### src/rtl/tile_xy_mort_sink_if.sv
// Bundle of the upstream mortgage-FIFO pop side and the local cache write-beat side.
// The sink drives through the master modport; the surrounding logic uses slave.
interface tile_xy_mort_sink_if;
   logic         in_avail;
   logic         in_take;
   logic [527:0] in_data;
   logic [46:0]  in_addr;
   logic [11:0]  in_size;
   logic         in_expun;

   logic         wr_valid;
   logic         wr_ready;
   logic [131:0] wr_data;
   logic [46:0]  wr_addr;
   logic [11:0]  wr_size;
   logic [1:0]   wr_beat;
   logic         wr_first;
   logic         wr_last;
   logic         wr_expun;

   logic [4:0]   occ;
   logic [15:0]  line_cnt;

   modport master (
      input  in_avail, in_data, in_addr, in_size, in_expun, wr_ready,
      output in_take, wr_valid, wr_data, wr_addr, wr_size, wr_beat,
             wr_first, wr_last, wr_expun, occ, line_cnt
   );

   modport slave (
      output in_avail, in_data, in_addr, in_size, in_expun, wr_ready,
      input  in_take, wr_valid, wr_data, wr_addr, wr_size, wr_beat,
             wr_first, wr_last, wr_expun, occ, line_cnt
   );
endinterface

### src/rtl/tile_xy_mort_sink.sv
// Drains mortgage entries from an upstream tile FIFO into a local buffer
// and replays each 528-bit line as four 132-bit cache write beats.
module tile_xy_mort_sink #(
   parameter int DEPTH = 4,
   parameter int BEATS = 4
) (
   input  logic                clk,
   input  logic                rst,
   tile_xy_mort_sink_if.master bus
);

   localparam int AW = (DEPTH > 1) ? $clog2(DEPTH) : 1;
   localparam int EW = 528 + 47 + 12 + 1;
   localparam logic [4:0] DEPTH5 = 5'(DEPTH);
   localparam logic [1:0] LAST_BEAT = 2'(BEATS - 1);

   typedef enum logic {IDLE, SEND} state_t;

   state_t        state, state_nx;
   logic [EW-1:0] mem [DEPTH];
   logic [AW-1:0] wr_ptr, rd_ptr, rd_ptr_inc, head_sel;
   logic [4:0]    occ;
   logic [15:0]   line_cnt;
   logic [1:0]    beat, beat_nx;
   logic          push, pop, load_fifo, load_in, handshake, last_beat;

   logic [527:0]  cur_data;
   logic [46:0]   cur_addr;
   logic [11:0]   cur_size;
   logic          cur_expun;

   assign push       = bus.in_avail & (occ < DEPTH5) & ~rst;
   assign rd_ptr_inc = rd_ptr + 1'b1;
   assign handshake  = (state == SEND) & bus.wr_ready;
   assign last_beat  = cur_expun | (beat == LAST_BEAT);
   // The entry being sent stays at the FIFO head, so its successor sits one past rd_ptr.
   assign head_sel   = (state == SEND) ? rd_ptr_inc : rd_ptr;

   always_comb begin
      state_nx  = state;
      beat_nx   = beat;
      pop       = 1'b0;
      load_fifo = 1'b0;
      load_in   = 1'b0;
      case (state)
         IDLE: begin
            if (occ != 5'd0) begin
               load_fifo = 1'b1;
               state_nx  = SEND;
               beat_nx   = 2'd0;
            end else if (push) begin
               load_in  = 1'b1;
               state_nx = SEND;
               beat_nx  = 2'd0;
            end
         end
         SEND: begin
            if (handshake) begin
               if (!last_beat) begin
                  beat_nx = beat + 2'd1;
               end else begin
                  pop     = 1'b1;
                  beat_nx = 2'd0;
                  if (occ > 5'd1) begin
                     load_fifo = 1'b1;
                  end else if (push) begin
                     load_in = 1'b1;
                  end else begin
                     state_nx = IDLE;
                  end
               end
            end
         end
         default: state_nx = IDLE;
      endcase
   end

   always_ff @(posedge clk) begin
      if (rst) begin
         state    <= IDLE;
         beat     <= 2'd0;
         occ      <= 5'd0;
         wr_ptr   <= '0;
         rd_ptr   <= '0;
         line_cnt <= 16'd0;
      end else begin
         state <= state_nx;
         beat  <= beat_nx;
         occ   <= occ + {4'd0, push} - {4'd0, pop};
         if (push) wr_ptr <= wr_ptr + 1'b1;
         if (pop) rd_ptr <= rd_ptr_inc;
         if (pop && !cur_expun) line_cnt <= line_cnt + 16'd1;
      end
   end

   // Storage and the output line register carry no reset; validity comes from occ/state.
   always_ff @(posedge clk) begin
      if (push) mem[wr_ptr] <= {bus.in_data, bus.in_addr, bus.in_size, bus.in_expun};
      if (load_fifo) begin
         {cur_data, cur_addr, cur_size, cur_expun} <= mem[head_sel];
      end else if (load_in) begin
         {cur_data, cur_addr, cur_size, cur_expun} <=
            {bus.in_data, bus.in_addr, bus.in_size, bus.in_expun};
      end
   end

   assign bus.in_take  = push;
   assign bus.wr_valid = (state == SEND);
   assign bus.wr_data  = cur_expun ? 132'd0 : cur_data[beat*132 +: 132];
   assign bus.wr_addr  = cur_addr;
   assign bus.wr_size  = cur_size;
   assign bus.wr_beat  = beat;
   assign bus.wr_first = (beat == 2'd0);
   assign bus.wr_last  = last_beat;
   assign bus.wr_expun = cur_expun;
   assign bus.occ      = occ;
   assign bus.line_cnt = line_cnt;

endmodule

### src/flat_wrapper.sv
// flat-port wrapper written by rule: the top's interface ports become plain ports
module tile_xy_mort_sink_flat 
#(
   parameter int DEPTH = 4,
   parameter int BEATS = 4
)
  (clk, rst, bus_in_avail, bus_in_data, bus_in_addr, bus_in_size, bus_in_expun, bus_wr_ready, bus_in_take, bus_wr_valid, bus_wr_data, bus_wr_addr, bus_wr_size, bus_wr_beat, bus_wr_first, bus_wr_last, bus_wr_expun, bus_occ, bus_line_cnt);
  tile_xy_mort_sink_if bus_i ();
  input  logic clk;
  input  logic rst;
  input wire logic [$bits(bus_i.in_avail)-1:0] bus_in_avail;
  input wire logic [$bits(bus_i.in_data)-1:0] bus_in_data;
  input wire logic [$bits(bus_i.in_addr)-1:0] bus_in_addr;
  input wire logic [$bits(bus_i.in_size)-1:0] bus_in_size;
  input wire logic [$bits(bus_i.in_expun)-1:0] bus_in_expun;
  input wire logic [$bits(bus_i.wr_ready)-1:0] bus_wr_ready;
  output wire logic [$bits(bus_i.in_take)-1:0] bus_in_take;
  output wire logic [$bits(bus_i.wr_valid)-1:0] bus_wr_valid;
  output wire logic [$bits(bus_i.wr_data)-1:0] bus_wr_data;
  output wire logic [$bits(bus_i.wr_addr)-1:0] bus_wr_addr;
  output wire logic [$bits(bus_i.wr_size)-1:0] bus_wr_size;
  output wire logic [$bits(bus_i.wr_beat)-1:0] bus_wr_beat;
  output wire logic [$bits(bus_i.wr_first)-1:0] bus_wr_first;
  output wire logic [$bits(bus_i.wr_last)-1:0] bus_wr_last;
  output wire logic [$bits(bus_i.wr_expun)-1:0] bus_wr_expun;
  output wire logic [$bits(bus_i.occ)-1:0] bus_occ;
  output wire logic [$bits(bus_i.line_cnt)-1:0] bus_line_cnt;
  assign bus_i.in_avail = bus_in_avail;
  assign bus_i.in_data = bus_in_data;
  assign bus_i.in_addr = bus_in_addr;
  assign bus_i.in_size = bus_in_size;
  assign bus_i.in_expun = bus_in_expun;
  assign bus_i.wr_ready = bus_wr_ready;
  assign bus_in_take = bus_i.in_take;
  assign bus_wr_valid = bus_i.wr_valid;
  assign bus_wr_data = bus_i.wr_data;
  assign bus_wr_addr = bus_i.wr_addr;
  assign bus_wr_size = bus_i.wr_size;
  assign bus_wr_beat = bus_i.wr_beat;
  assign bus_wr_first = bus_i.wr_first;
  assign bus_wr_last = bus_i.wr_last;
  assign bus_wr_expun = bus_i.wr_expun;
  assign bus_occ = bus_i.occ;
  assign bus_line_cnt = bus_i.line_cnt;
  tile_xy_mort_sink #(.DEPTH(DEPTH), .BEATS(BEATS)) u_core (.clk(clk), .rst(rst), .bus(bus_i));
endmodule
### config.mk
export PLATFORM = sky130hd
export DESIGN_NAME = tile_xy_mort_sink_flat
export DESIGN_NICKNAME = d
export VERILOG_FILES = /design/src/rtl/tile_xy_mort_sink_if.sv /design/src/rtl/tile_xy_mort_sink.sv /design/src/flat_wrapper.sv
export SDC_FILE = /design/constraint.sdc
export NUM_CORES = 2
export LEC_CHECK = 0
export ABC_AREA = 1
export CORE_ASPECT_RATIO = 2
export CORE_MARGIN = 4
export CORE_UTILIZATION = 50
export DETAILED_ROUTE_END_ITERATION = 6
export GPL_TIMING_DRIVEN = 0
export PLACE_DENSITY_LB_ADDON = 0.2
export SYNTH_ARGS = -nofsm -noshare
export SYNTH_HDL_FRONTEND = slang
export SYNTH_SLANG_ARGS = --single-unit
### constraint.sdc
create_clock -name clk -period 48.2 [get_ports clk]
set_input_delay 4.82 -clock clk [delete_from_list [all_inputs] [get_ports clk]]
set_output_delay 4.82 -clock clk [all_outputs]
set_load 0.02 [all_outputs]
# Word-level counts from Yosys, hierarchy flattened
# Memory sizes are Yosys's and may differ from the RTL's.
# Cells that the tools add are included.
[totals]
n_memories = 1
ramBits = 2352
input_bits = 592
out_inout_bits = 219
ff_bits = 616
[mem_list]
columns = ["name", "words", "word_bits", "read_ports", "rd_ports_with_merged_regs", "wr", "line_no", "text"]
rows = [
  ["u_core.mem", 4, 588, 1, 0, 1, "tile_xy_mort_sink.sv:20", "logic [EW-1:0] mem [DEPTH];"],
]
[classes]
bitwise_logic = 6
eq_ne = 3
muxes = 35
order_cmp = 2
reduce_logical = 6
shifts = 1
mul = 1
addsub = 6
[op_table]
columns = ["cell", "n"]
rows = [
  ["$mux W528", 2],
  ["$shiftx A528 B11 Y132", 1],
  ["$mux W132", 1],
  ["$mux W47", 2],
  ["$mux W12", 2],
  ["$mux W1", 19],
  ["$add A16 B1 Y16 const B", 1],
  ["$mux W2", 5],
  ["$mul A2 B6 Y8 const B", 1],
  ["$add A2 B1 Y2 const B", 3],
  ["$pmux W1 S2", 3],
  ["$add A5 B1 Y5", 1],
  ["$gt A5 B1 Y1 const B", 1],
  ["$lt A5 B3 Y1 const B", 1],
  ["$reduce_bool A5 Y1", 1],
  ["$sub A5 B1 Y5", 1],
  ["$pmux W2 S2", 1],
  ["$and A1 B1 Y1", 3],
  ["$ne A3 B1 Y1 const B", 1],
  ["$eq A2 B2 Y1 const B", 1],
  ["$logic_not A2 Y1", 1],
  ["$ne A2 B2 Y1 const B", 1],
  ["$not A1 Y1", 2],
  ["$reduce_and A2 Y1", 1],
  ["4 further kinds", 4],
]

# Depth between registers and ports, before layout
[depth]
word_depth = 10
ltp_mapped = 14
depth_no_buf = 14

# Worst setup path after synthesis
# Ideal clock, no wire load.
[synth_timing]
kind = "input -> register"
startpoint = "input port rst"
endpoint = "register u_core.cur_addr[0], in the netlist u_core.bus.wr_addr[0], enable pin"
setup_ns = 1.691
stages = 3
n_path_buf = 0
required_time_ns = 46.509
slack_ns = 14.161
t_arrival_ns = 32.348
cell_sequence = "nor2_1 -> nand4_1 -> o211ai_1"
[synth_via]
elab_chain_len = 8
word_cells_on_any_way = 9
classes_between = "6 x mux; 2 x bitwise; 1 x reduce/logical"
[synth_lines]
columns = ["element", "line_no", "text"]
rows = [
  ["start: declaration", "flat_wrapper.sv:10", "input logic rst;"],
  ["$not A1 Y1 *", "tile_xy_mort_sink.sv:32", "assign push = bus.in_avail & (occ < DEPTH5) & ~rst;"],
  ["$and A1 B1 Y1 *", "tile_xy_mort_sink.sv:32", ""],
  ["$mux W1 *", "tile_xy_mort_sink.sv:51, tile_xy_mort_sink.sv:66", ""],
  ["$mux W1", "tile_xy_mort_sink.sv:64", "if (occ > 5'd1) begin"],
  ["$mux W1", "tile_xy_mort_sink.sv:59", "if (!last_beat) begin"],
  ["$mux W1", "tile_xy_mort_sink.sv:58", "if (handshake) begin"],
  ["$pmux W1 S2 *", "tile_xy_mort_sink.sv:45", "case (state)"],
  ["$reduce_bool A2 Y1 (no source line) *", "-", ""],
  ["end signal: assignment", "tile_xy_mort_sink.sv:100", "{cur_data, cur_addr, cur_size, cur_expun} <= mem[head_sel];"],
  ["end signal: assignment", "tile_xy_mort_sink.sv:102", "{cur_data, cur_addr, cur_size, cur_expun} <="],
  ["end: declaration", "tile_xy_mort_sink.sv:28", "logic [46:0] cur_addr;"],
]
# Every way passes the cells marked *; elsewhere a longest branch is shown, timed or not.
# A chain may end at the register's enable or synchronous reset.

# Worst setup path after layout
[layout_timing]
startpoint = "input port rst"
endpoint = "output port bus_in_take"
[layout_via]
elab_chain_len = 2
[layout_lines]
columns = ["element", "line_no", "text"]
rows = [
  ["$not A1 Y1", "tile_xy_mort_sink.sv:32", ""],
  ["$and A1 B1 Y1", "tile_xy_mort_sink.sv:32", ""],
  ["end: declaration", "flat_wrapper.sv:17", "output wire logic [$bits(bus_i.in_take)-1:0] bus_in_take;"],
]
# No other way between the ends.

==> metrics <==
status=finished with violations; failing checks=DRC, capacitance limit, slew limit; first-pass GRT wire length=approximately 590 mm; most used cell along the critical path=clkdlybuf4s50_1; total track usage=0.3072; Post-CTS Hold Buffers=0; worst path cell trace=clkdlybuf4s50_1, nor3_1, clkdlybuf4s50_1; Layout area overhead=18.72%; gr ovfl total=0; Net Count, Synth=12.54k; FF+latch count, synth=around 3.0k; number of global-route vias before repair=89.51k; Setup CP Type=in -> out; slowest CP cell=nor3_1; fin crit share=0.2444; Root Buffer=clkbuf_16; R2R Path Start=u_core.bus.wr_expun; DRT antenna net count=0; Sw Pwr=roughly 3.9 mW; Synth top area share=0.7036; worst IR drop on VDD=~0.046 mV; Placed Cells=16.18k; fin cells=about 17k; Gate power share=0.410; setup slack, reg-to-reg=43030 ps; capture point of the critical path=bus_in_take; cell taking the most area after synthesis=edfxtp_1; PD cells=between 60 and 70 nW/um^2; CP startpoint=rst; RSZ-0062 raised after global routing=false; CP required=43380 ps; cell count after synthesis=roughly 12k; LEAKAGE=roughly 60 nW; initial antenna violation count=around 200; Skew-Pair Late Insertion Delay=around 890 ps; FMAX=~85 MHz; # IOs=811; Synth Area per Inst=about 11 um^2; # port buffers=a little over 800; CTS buffer count=273; DR vias=93.44k; DRT Pass-1 Iters=7; crit path max fanout=6; Hold Path Class=reg -> reg; CTS tree=built; Die Width=around 360 um; worst reg2reg path depth=20; max_cap viols=1; Starting Density=0.5035; die area=~260000 um^2; sequential fraction of design power=0.370; maximum root-to-sink buffer count=4; largest net degree at the start of global routing=32; Clk network pwr share=0.220; Post-Route WL=410.6 mm; TNS Setup=0 ps; sequential cell area fraction in the yosys report=0.7081; Post-DP HPWL=299.0 mm; worst-margin pin slew=~1500 ps; Post-CTS Resized=0; final hold violations=0; Worst setup SP type=input pin; Arr. time, crit path=6960 ps; max-slew violation count=12; Critical Path Max Stage Delay=approximately 840 ps; # setup viols final=0; Cell variety after synth=28; worst reg2reg endpoint=u_core.cur_data[358]; H-tree depth=5; Setup Skew=between 40 and 50 ps; most common cell after layout, fill and taps aside=nand2_1; Period minus WS final=~12000 ps; 1st-iter DRT viols=between 10k and 15k; Worst Setup End Kind=output pin; Bufs and invs on worst path=2; most frequent cells in the layout=5934 x nand2_1, 2940 x edfxtp_1, 1187 x nand3_1, 810 x clkdlybuf4s50_1, 570 x nor2_1; Rows=roughly 260; switch share=0.4051; Internal=a little under 6 mW; clock-pin slew on the worst setup and hold paths=roughly 70 ps; core footprint=around 250000 um^2; CP Depth=3; Synth area leaders=edfxtp_1 70%, nand2_1 18%, nand3_1 4.7%; GP Congestion=~0.94; postcts setup bufs=0; Max-slew headroom=-0.007734; CTS sink count=2968; Die Y-Extent=between 700 and 800 um; fin nets=between 10k and 15k; cell family with most CP delay=buffers and inverters; Avg WL per Cell=approximately 25 um; DRC errors left=2; synth warn=0; Via density=approximately 5.6; share of cells above drive strength 1=0.07798; Mapped Area=roughly 130000 um^2
-- cell families after synthesis --
group,count (synthesis),share of synthesized area
buffers and inverters,805,0.02983
flip-flops,2968,0.7081
AO/OA/AOI/OAI,424,0.01704
XOR/XNOR,2,0.0001396
AND/OR/NAND/NOR,7721,0.2434
adder cells (fa/ha/maj),15,0.001556
-- sequential cells by signal, indices dropped and copies added (netlist names) --
signal               count
u_core.bus.wr_beat       2
u_core.bus.wr_valid      1
u_core.bus.wr_expun      1
u_core.wr_ptr            2
u_core.bus.occ           5
u_core.bus.wr_addr      47
u_core.bus.wr_size      12
u_core.bus.line_cnt     16
u_core.rd_ptr            2
u_core.mem            2352
u_core.cur_data        528
-- layer usage --
metal / track usage / vias to the layer above / routed length, um
met5: 0 / - / 1219
met3: 0.09778 / 1054 / 47160
li1: - / 42690 / -
met4: 0.1485 / 198 / 20690
met1: 0.3746 / 44690 / 148600
met2: 0.4975 / 4816 / 192800
-- worst register-to-register path, cell delays in order (launching register included) --
cell	delay [ps]
edfxtp_1	370
buf_2	500
nor2_1	200
nor2_4	160
nand3_1	100
nand2_2	140
inv_2	70
buf_4	290
buf_2	280
o211ai_1	330
buf_4	310
buf_4	240
buf_6	180
buf_4	210
buf_4	230
buf_4	220
buf_6	160
buf_4	190
buf_4	210
buf_4	220
buf_4	210
-- cell usage after synthesis --
library cell,n
nand3_1,1187
buf_1,41
nor2_1,574
nor2_4,1
nand2_2,5
nand2_4,1
a31oi_2,1
nand3b_1,1
and3_1,3
clkbuf_1,241
nand2_1,5934
ha_1,14
buf_6,5
o21ai_2,1
a211oi_1,1
fa_1,1
edfxtp_1,2940
nand4_1,10
o21ai_0,272
buf_2,430
inv_1,45
dfxtp_1,28
nor3_1,5
buf_4,39
o211ai_1,1
xnor2_1,2
a21oi_1,148
inv_2,4
-- metrics by stage --
step	util	setup WS (ps)	total power [mW]	area, um^2	hold WS (ps)
after global routing	0.5970	36380	10.24	148800	547.5
after floorplan	-	14160	6.570	125500	489.9
after CTS	0.5967	36450	9.735	148700	523.3
final	0.5978	36420	9.748	149000	528.6
after global placement	0.5524	-4110	8.232	137700	493.5
after detailed placement	0.5627	36470	7.597	140200	511.4
-- power by group through the flow --
stage	logic, mW	clock network, mW	registers [mW]
after floorplan	2.24	0	4.33
after global placement	3.69	0	4.54
after detailed placement	3.94	0	3.66
after CTS	3.96	2.17	3.60
after global routing	4.35	2.27	3.63
final	4.00	2.15	3.61
-- worst min path at each step --
stage,start,end,slack [ps],cells past startpoint
after floorplan,u_core.wr_ptr[1],u_core.wr_ptr[1],490,2
after global placement,u_core.bus.line_cnt[1],u_core.bus.line_cnt[1],490,2
after detailed placement,u_core.bus.line_cnt[5],u_core.bus.line_cnt[5],510,1
after CTS,u_core.bus.line_cnt[1],u_core.bus.line_cnt[1],520,2
after global routing,u_core.bus.line_cnt[1],u_core.bus.line_cnt[1],550,2
final,u_core.bus.line_cnt[1],u_core.bus.line_cnt[1],530,2
-- final cells by class --
class / count / area (um^2)
fillers: 20080 / 100200
flip-flops and latches: 2968 / 88850
multi-input cells: 8162 / 32920
repair buffers: 978 / 10620
clock buffers: 324 / 7137
well taps: 3262 / 4081
plain buffers: 756 / 3571
clock inverters: 151 / 1348
diodes: 107 / 267.8
inverters: 49 / 183.9
No activity file was read; power rests on OpenSTA's default activity.
